File: src/rtl/nibble_serial_adder_pkg.sv
// ============================================================================
// Module   : nibble_add_pkg
// Purpose  : Shared definitions for the nibble-serial adder: FSM state
//            encoding and the width of the shared adder slice.
// Ports    : none (package)
// Revision : 1.0 - initial release
// ============================================================================
`default_nettype none

package nibble_add_pkg;

  // Width of the ripple-carry slice reused on every nibble
  localparam int NIBBLE_W = 4;

  typedef enum logic [1:0] {
    IDLE = 2'b00,
    RUN  = 2'b01,
    DONE = 2'b10
  } state_e;

endpackage : nibble_add_pkg

`default_nettype wire

File: src/rtl/nibble_serial_adder_ffulladd.sv
// ============================================================================
// Module   : ffulladd
// Purpose  : Combinational W-bit ripple-carry adder, used as the single
//            shared slice of the nibble-serial adder.
// Ports    : a_i, b_i  - W-bit addends
//            cin_i     - carry in
//            sum_o     - W-bit sum
//            cout_o    - carry out of the MSB
// Revision : 1.0 - initial release
// ============================================================================
`default_nettype none

module ffulladd
  import nibble_add_pkg::*;
#(
  parameter int W = NIBBLE_W
) (
  input  logic [W-1:0] a_i,
  input  logic [W-1:0] b_i,
  input  logic         cin_i,
  output logic [W-1:0] sum_o,
  output logic         cout_o
);

  logic [W:0] carry_w;

  assign carry_w[0] = cin_i;

  generate
    for (genvar k = 0; k < W; k++) begin : g_bit
      assign sum_o[k]       = a_i[k] ^ b_i[k] ^ carry_w[k];
      assign carry_w[k + 1] = (a_i[k] & b_i[k]) | (carry_w[k] & (a_i[k] ^ b_i[k]));
    end
  endgenerate

  assign cout_o = carry_w[W];

endmodule : ffulladd

`default_nettype wire

File: src/rtl/nibble_serial_adder.sv
// ============================================================================
// Module   : nibble_serial_adder
// Purpose  : Adds two WIDTH-bit operands one nibble per clock, LSB nibble
//            first, through a single shared 4-bit ripple-carry slice. The
//            inter-nibble carry lives in a register.
// Ports    : clk, rst              - clock, async active-high reset
//            in_valid / in_ready   - operand handshake (ready only in IDLE)
//            a, b, cin             - operands, sampled on accept
//            sub                   - subtract select (NIBBLE_ADD_SUB_EN only)
//            out_valid / out_ready - result handshake (valid only in DONE)
//            sum, cout             - registered result and final carry
//            busy                  - high in RUN or DONE
// Config   : define NIBBLE_ADD_SUB_EN to add the `sub` port (a - b mode).
// Revision : 1.0 - initial release
// ============================================================================
`default_nettype none

module nibble_serial_adder
  import nibble_add_pkg::*;
#(
  parameter int WIDTH = 16
) (
  input  logic             clk,
  input  logic             rst,
  input  logic             in_valid,
  output logic             in_ready,
  input  logic [WIDTH-1:0] a,
  input  logic [WIDTH-1:0] b,
  input  logic             cin,
`ifdef NIBBLE_ADD_SUB_EN
  input  logic             sub,
`endif
  output logic             out_valid,
  input  logic             out_ready,
  output logic [WIDTH-1:0] sum,
  output logic             cout,
  output logic             busy
);

  localparam int NIBBLES = WIDTH / NIBBLE_W;
  localparam int IDX_W   = (NIBBLES > 1) ? $clog2(NIBBLES) : 1;
  localparam logic [IDX_W-1:0] LAST_IDX = IDX_W'(NIBBLES - 1);
  localparam logic [IDX_W-1:0] IDX_ONE  = IDX_W'(1);

  generate
    if ((WIDTH % NIBBLE_W) != 0 || WIDTH < NIBBLE_W) begin : g_width_check
      $error("nibble_serial_adder: WIDTH must be a positive multiple of 4");
    end
  endgenerate

  state_e               state_q;
  logic [WIDTH-1:0]     a_q;
  logic [WIDTH-1:0]     b_q;
  logic [WIDTH-1:0]     sum_q;
  logic                 carry_q;
  logic                 cout_q;
  logic [IDX_W-1:0]     idx_q;

  // Values loaded into the operand/carry registers on accept
  logic [WIDTH-1:0]     b_d;
  logic                 carry_d;

`ifdef NIBBLE_ADD_SUB_EN
  // a - b is computed as a + ~b + 1; cin is irrelevant in that mode
  assign b_d     = sub ? ~b : b;
  assign carry_d = sub ? 1'b1 : cin;
`else
  assign b_d     = b;
  assign carry_d = cin;
`endif

  // Operand nibble select for the current index
  logic [NIBBLE_W-1:0]  a_nib;
  logic [NIBBLE_W-1:0]  b_nib;
  logic [NIBBLE_W-1:0]  slice_sum;
  logic                 slice_cout;

  always_comb begin
    a_nib = '0;
    b_nib = '0;
    for (int n = 0; n < NIBBLES; n++) begin
      if (idx_q == n[IDX_W-1:0]) begin
        a_nib = a_q[n*NIBBLE_W +: NIBBLE_W];
        b_nib = b_q[n*NIBBLE_W +: NIBBLE_W];
      end
    end
  end

  ffulladd #(
    .W (NIBBLE_W)
  ) u_slice (
    .a_i    (a_nib),
    .b_i    (b_nib),
    .cin_i  (carry_q),
    .sum_o  (slice_sum),
    .cout_o (slice_cout)
  );

  always_ff @(posedge clk or posedge rst) begin
    if (rst) begin
      state_q <= IDLE;
      a_q     <= '0;
      b_q     <= '0;
      sum_q   <= '0;
      carry_q <= 1'b0;
      cout_q  <= 1'b0;
      idx_q   <= '0;
    end else begin
      case (state_q)
        IDLE: begin
          if (in_valid) begin
            a_q     <= a;
            b_q     <= b_d;
            carry_q <= carry_d;
            idx_q   <= '0;
            sum_q   <= '0;
            state_q <= RUN;
          end
        end

        RUN: begin
          for (int n = 0; n < NIBBLES; n++) begin
            if (idx_q == n[IDX_W-1:0]) begin
              sum_q[n*NIBBLE_W +: NIBBLE_W] <= slice_sum;
            end
          end
          carry_q <= slice_cout;
          if (idx_q == LAST_IDX) begin
            cout_q  <= slice_cout;
            idx_q   <= '0;
            state_q <= DONE;
          end else begin
            idx_q <= idx_q + IDX_ONE;
          end
        end

        DONE: begin
          if (out_ready) begin
            state_q <= IDLE;
          end
        end

        default: state_q <= IDLE;
      endcase
    end
  end

  // Handshake flags depend only on the state register
  assign in_ready  = (state_q == IDLE);
  assign out_valid = (state_q == DONE);
  assign busy      = (state_q == RUN) || (state_q == DONE);
  assign sum       = sum_q;
  assign cout      = cout_q;

endmodule : nibble_serial_adder

`default_nettype wire
File: config.mk
export PLATFORM = sky130hd
export DESIGN_NAME = nibble_serial_adder
export DESIGN_NICKNAME = d
export VERILOG_FILES = /design/src/rtl/nibble_serial_adder_pkg.sv /design/src/rtl/nibble_serial_adder_ffulladd.sv /design/src/rtl/nibble_serial_adder.sv
export SDC_FILE = /design/constraint.sdc
export NUM_CORES = 1
export LEC_CHECK = 0
export BUFFER_PORTS_ARGS = -buffer_cell sky130_fd_sc_hd__buf_2
export CORE_MARGIN = 10
export CORE_UTILIZATION = 59
export DETAILED_ROUTE_END_ITERATION = 8
export PLACE_DENSITY = 0.89
export SYNTH_ARGS = -nofsm -noshare
export SYNTH_HDL_FRONTEND = slang
export SYNTH_SLANG_ARGS = --single-unit
export TNS_END_PERCENT = 5
File: constraint.sdc
create_clock -name clk -period 5.3 [get_ports clk]
set_input_delay 1.06 -clock clk [delete_from_list [all_inputs] [get_ports clk]]
set_output_delay 1.06 -clock clk [all_outputs]
set_load 0.05 [all_outputs]
# Word-level counts from Yosys, hierarchy flattened
# Index checks and enable logic that the tools add are counted.
[op_classes] addsub=1 n_eq_ne=11 mux=23 n_bitwise=20 reduce_logical=12
[ops] op="4-bit 2-to-1 mux" n=12
[ops] op="16-bit one-hot mux with 2 select lines" n=1
[ops] op="16-bit 2-to-1 mux" n=1
[ops] op="3-bit AND reduction" n=5
[ops] op="2-bit 2-to-1 mux" n=5
[ops] op="2-bit != test (second input constant)" n=5
[ops] op="1-bit bitwise AND" n=8
[ops] op="1-bit XOR" n=8
[ops] op="2-bit equality test (second input constant)" n=3
[ops] op="2-bit one-hot mux with 3 select lines" n=1
[ops] op="2-bit AND reduction" n=3
[ops] op="2-bit by 1-bit equality test with 1-bit output (second input constant)" n=2
[ops] op="2-bit zero test" n=2
[ops] op="1-bit bitwise OR" n=4
[ops] op="2-bit one-hot mux with 2 select lines" n=1
[ops] op="2-bit by 1-bit adder with 2-bit output (second input constant)" n=1
[ops] op="2-bit by 1-bit != test with 1-bit output (second input constant)" n=1
[ops] op="1-bit one-hot mux with 2 select lines" n=1
[ops] op="2-bit nonzero test" n=1
[ops] op="1-bit logical OR" n=1
[ops] op="1-bit 2-to-1 mux" n=1
[totals] ff_bits=54 input_bits=37 output_inout_bits=20 elab_cells=77

# Depth between registers and ports, before layout
[depth] ltp_word=15 mapped_depth=16 ltp_nobuf=14

# By module
# A second synthesis with hierarchy kept.
[unflattened] hier_cells=273 area_unflattened_um2=2921.6
[by_module_without_submodules] module="nibble_serial_adder" instances=1 cells_per_inst=259 area_each_um2=2803.9 seq_area_each_um2=1351.3
[by_module_without_submodules] module="ffulladd" instances=1 cells_per_inst=14 area_each_um2=117.6 seq_area_each_um2=0.0

# Worst setup path after synthesis
# OpenSTA, ideal clock, no wires.
[synth_timing] path_kind="register to register" start="reg idx_q[1]" end="reg sum_q[11], in the netlist sum[11]" setup_time_ps=138 arrival_ps=3237 required_ps=5162 setup_slack_ps=1925 path_stages_with_launch=17 path_buffers=2 period_less_slack_ps=3375 path_cell_list="dfrtp_1 inv_1 ha_1 buf_2 buf_2 a21oi_1 o21ai_0 a22o_1 fa_1 inv_1 fa_1 inv_1 fa_1 fa_1 and3_1 a21oi_1 o211ai_1"
[synth_between] elab_chain_len=15 elab_cells_between_ends=30 classes_between="eq/ne: 4; mux: 10; bitwise: 14; reduce/logical: 2"
[synth_lines] element="from (decl)" line="nibble_serial_adder.sv:57" rtl="logic [IDX_W-1:0] idx_q;"
[synth_lines] element="from (signal assigned)" line="nibble_serial_adder.sv:133" rtl="idx_q <= idx_q + IDX_ONE;"
[synth_lines] element="2-bit zero test" line="nibble_serial_adder.sv:82" rtl="if (idx_q == n[IDX_W-1:0]) begin"
[synth_lines] element="4-bit 2-to-1 mux (4 in series)" line="nibble_serial_adder.sv:82"
[synth_lines] element="1-bit XOR" line="nibble_serial_adder_ffulladd.sv:32" rtl="assign carry_w[k + 1] = (a_i[k] & b_i[k]) | (carry_w[k] & (a_i[k] ^ b_i[k]));"
[synth_lines] element="1-bit bitwise AND" line="nibble_serial_adder_ffulladd.sv:32"
[synth_lines] element="1-bit bitwise OR" line="nibble_serial_adder_ffulladd.sv:32"
[synth_lines] element="1-bit bitwise AND" line="nibble_serial_adder_ffulladd.sv:32"
[synth_lines] element="1-bit bitwise OR" line="nibble_serial_adder_ffulladd.sv:32"
[synth_lines] element="1-bit bitwise AND" line="nibble_serial_adder_ffulladd.sv:32"
[synth_lines] element="1-bit bitwise OR" line="nibble_serial_adder_ffulladd.sv:32"
[synth_lines] element="1-bit XOR" line="nibble_serial_adder_ffulladd.sv:31" rtl="assign sum_o[k] = a_i[k] ^ b_i[k] ^ carry_w[k];"
[synth_lines] element="4-bit 2-to-1 mux" line="nibble_serial_adder.sv:123" rtl="if (idx_q == n[IDX_W-1:0]) begin"
[synth_lines] element="16-bit one-hot mux with 2 select lines" line="nibble_serial_adder.sv:109" rtl="case (state_q)"
[synth_lines] element="to (signal, indexed assignment)" line="nibble_serial_adder.sv:124" rtl="sum_q[n*NIBBLE_W +: NIBBLE_W] <= slice_sum;"
[synth_lines] element="to (decl)" line="nibble_serial_adder.sv:54" rtl="logic [WIDTH-1:0] sum_q;"
# Several ways; a longest one is shown, not always the timed one. The select of a mux whose other input is x is not followed.
# A chain may end at the register's enable or synchronous reset.

# Final worst setup path
[layout_timing] start="reg idx_q[1]" end="reg sum_q[15], in the netlist sum[15]"
# The elaborated chain is that of the path after synthesis.

==> impl_metrics.ini <==
[logic_synthesis]
synthesis.nets = 321
yosys-top-cells-count = dfrtp_1 (54), mux2_2 (33), a21oi_1 (19)
synth.avg_cell_area_sq_um = 10.7
seq_area_frac_synth_pct = 46.1
syn_inst = 273
synth_edf_count = 0
synth_flop_cell = dfrtp_1
synthArstFlopShare_pct = 100
ys_ff_latch = 54
ys_warn_count = 0
yosys.area.top_type = dfrtp_1
synth.most_common_cell = dfrtp_1
yosysTopAreaCellShare_pct = 46.1
synth_area_leaders = dfrtp_1 (46%), mux2_2 (13%), a221o_1 (3.4%)
ys_types = 37
synth_area_sq_um = 2930

[clock_network]
clock_path_buffers = 2
cts_hold_buf = 0
htreeDepth = 2
postCtsSetupBuffers = 0
cts-root-buf = clkbuf_8
clock_latency_ps = 310
post_cts_resized = 0
cts_tree = yes
clk_pin_slew_ps = 100
cts_buffers = 5
numClockSinks = 54

[place]
port_buffers = 56
place_congestion = 0.873
dp_hpwl_um = 5050

[timing]
period_minus_slack_ps = 4060
worst_slew_pin_slew_ps = 1110
hold_slack_ps = 515
fmax_mhz = 246
finalSetupViolations = 0
rsz0062_at_grt = no
fin_tns_setup_ps = 0
slew_viol_final = 0
slew_headroom_pct = 26.1
period_share_pct = 76.7
fin_skew_ps = 4.37
hold_viol_final = 0

[worst_setup_path]
crit_arrival_ps = 4230
critPathLaunchType = register
critPathSlowestCell = ha_1
worstSetupPathType = reg2reg
max_stage_delay_ps = 590
crit_top_cell = fa_1
crit_chain = inv_1 > ha_1 > nor2b_1 > a221oi_1 > o31ai_1 > fa_1 > inv_1 > fa_1 > inv_1 > fa_1 > fa_1 > and3_1 > a21oi_1 > o211ai_1
worstPathMaxFanout = 20
endpoint_kind = register
critical_path_required_ps = 5470

[global_route]
top_usage_layer = met2
grt_pass1_wl_um = 11700
grt_start_max_net_pins = 55
grt.overflow.total = 0
grt_use_total_pct = 16.9
grtUsageMet1_pct = 20.2
use_met2_pct = 28.4
antenna_found_initial = 0
use_met3_pct = 5.07
grt_pass1_vias = 2405

[flow_run]
maxCapViolations = 0

[status]
run_status = completed

[floorplanning]
floorplan.initialDensity_pct = 61.6
die_w_um = 90.5
fp.coreArea_sq_um = 4750
dieArea_sq_um = 8180
die_h_um = 90.5
std_cell_rows = 25
ios = 57

[routing]
drtIter0Drc = 226
avgViaCountPerCell = 6.20
drcViolationCount = 0
first_pass_iters = 5
vias = 2387
routed_wl_um = 7140
antenna_left = 0
post_drt_wl_per_cell_um = 18.6

[final_layout]
drive_above_1_share_pct = 31.4
finalNetCount = 365
num_antenna_cells = 0
area_delta_synth_final_pct = 13.2

[min_path]
hp-class = reg2reg
kinds of logic after synthesis:
| logic type | share of synthesized area (%) |
|---|---|
| simple gates | 11.7 |
| compound gates | 17.8 |
| buf+inv | 4.91 |
| fa+ha+maj | 5.72 |
| flops | 46.1 |
| mux | 13.8 |
final timing paths:
check / from / end / slack, ps / depth (start not counted)
setup / recovery: idx_q[1]$_DFFE_PP0P_ / sum[15]$_DFFE_PP0P_ / 1240 / 14
hold / removal: a_q[15]$_DFFE_PP0P_ / a_q[15]$_DFFE_PP0P_ / 520 / 1
setup reg to reg: idx_q[1]$_DFFE_PP0P_ / sum[15]$_DFFE_PP0P_ / 1240 / 14
hold reg to reg: a_q[15]$_DFFE_PP0P_ / a_q[15]$_DFFE_PP0P_ / 520 / 1
max in group asynchronous: rst / b_q[12]$_DFFE_PP0P_ / 3600 / 2
min in group asynchronous: rst / a_q[11]$_DFFE_PP0P_ / 1020 / 2
registers in the layout, indices dropped and copies added, names as in the netlist:
name,cells
a_q,16
b_q,16
carry_q,1
cout,1
idx_q,2
state_q,2
sum,16
through the flow:
stage / std cells / setup slack, ps / util, % / instance area (sq um)
2_1_floorplan: 273 / 1920 / - / 2930
3_3_place_gp: 377 / 1560 / 67.4 / 3210
3_5_place_dp: 377 / 1350 / 67.4 / 3210
4_1_cts: 385 / 1290 / 69.7 / 3320
5_1_grt: 385 / 1010 / 69.7 / 3320
6_report: 385 / 1240 / 69.7 / 3320
placed cells by master (no fill, tap or decap), drive strengths merged:
cell type / count
a21oi: 19
a221o: 10
a221oi: 4
a22o: 4
a22oi: 3
a2bb2oi: 1
a31oi: 4
and2: 4
and2b: 1
and3: 7
buf: 57
bufinv: 1
clkbuf: 6
clkinvlp: 1
dfrtp: 54
fa: 4
ha: 7
inv: 13
mux2: 34
mux2i: 2
nand2: 17
nand2b: 12
nand3: 8
nand3b: 1
nand4: 1
nor2: 2
nor2b: 10
o211ai: 5
o21a: 2
o21ai: 14
o221ai: 4
o22ai: 2
o31ai: 4
layout make-up:
| type | count | area, sq um |
|---|---|---|
| clock buffer | 6 | 72.6 |
| clock inverter | 2 | 37.5 |
| timing repair buffer | 57 | 288 |
| multi-input combinational | 186 | 1430 |
| tap | 67 | 83.8 |
| fill | 376 | 1440 |
| inverter | 13 | 48.8 |
| sequential | 54 | 1350 |
layer usage:
layer | up-vias | part of all wire (%)
met4 | 0 | 1.3
met2 | 128 | 49
met5 | - | 0
li1 | 1076 | -
met3 | 15 | 9.3
met1 | 1168 | 41
worst max-delay path, delay by kind of cell, from the launching register on:
family	cells	cell delay [ps]
fa+ha+maj	5	2100
simple gates	2	460
buf+inv	3	250
compound gates	4	670
flops	1	420
Power is not shown: default switching activity piles up to over one toggle a cycle in this logic, so the estimate is an artifact.
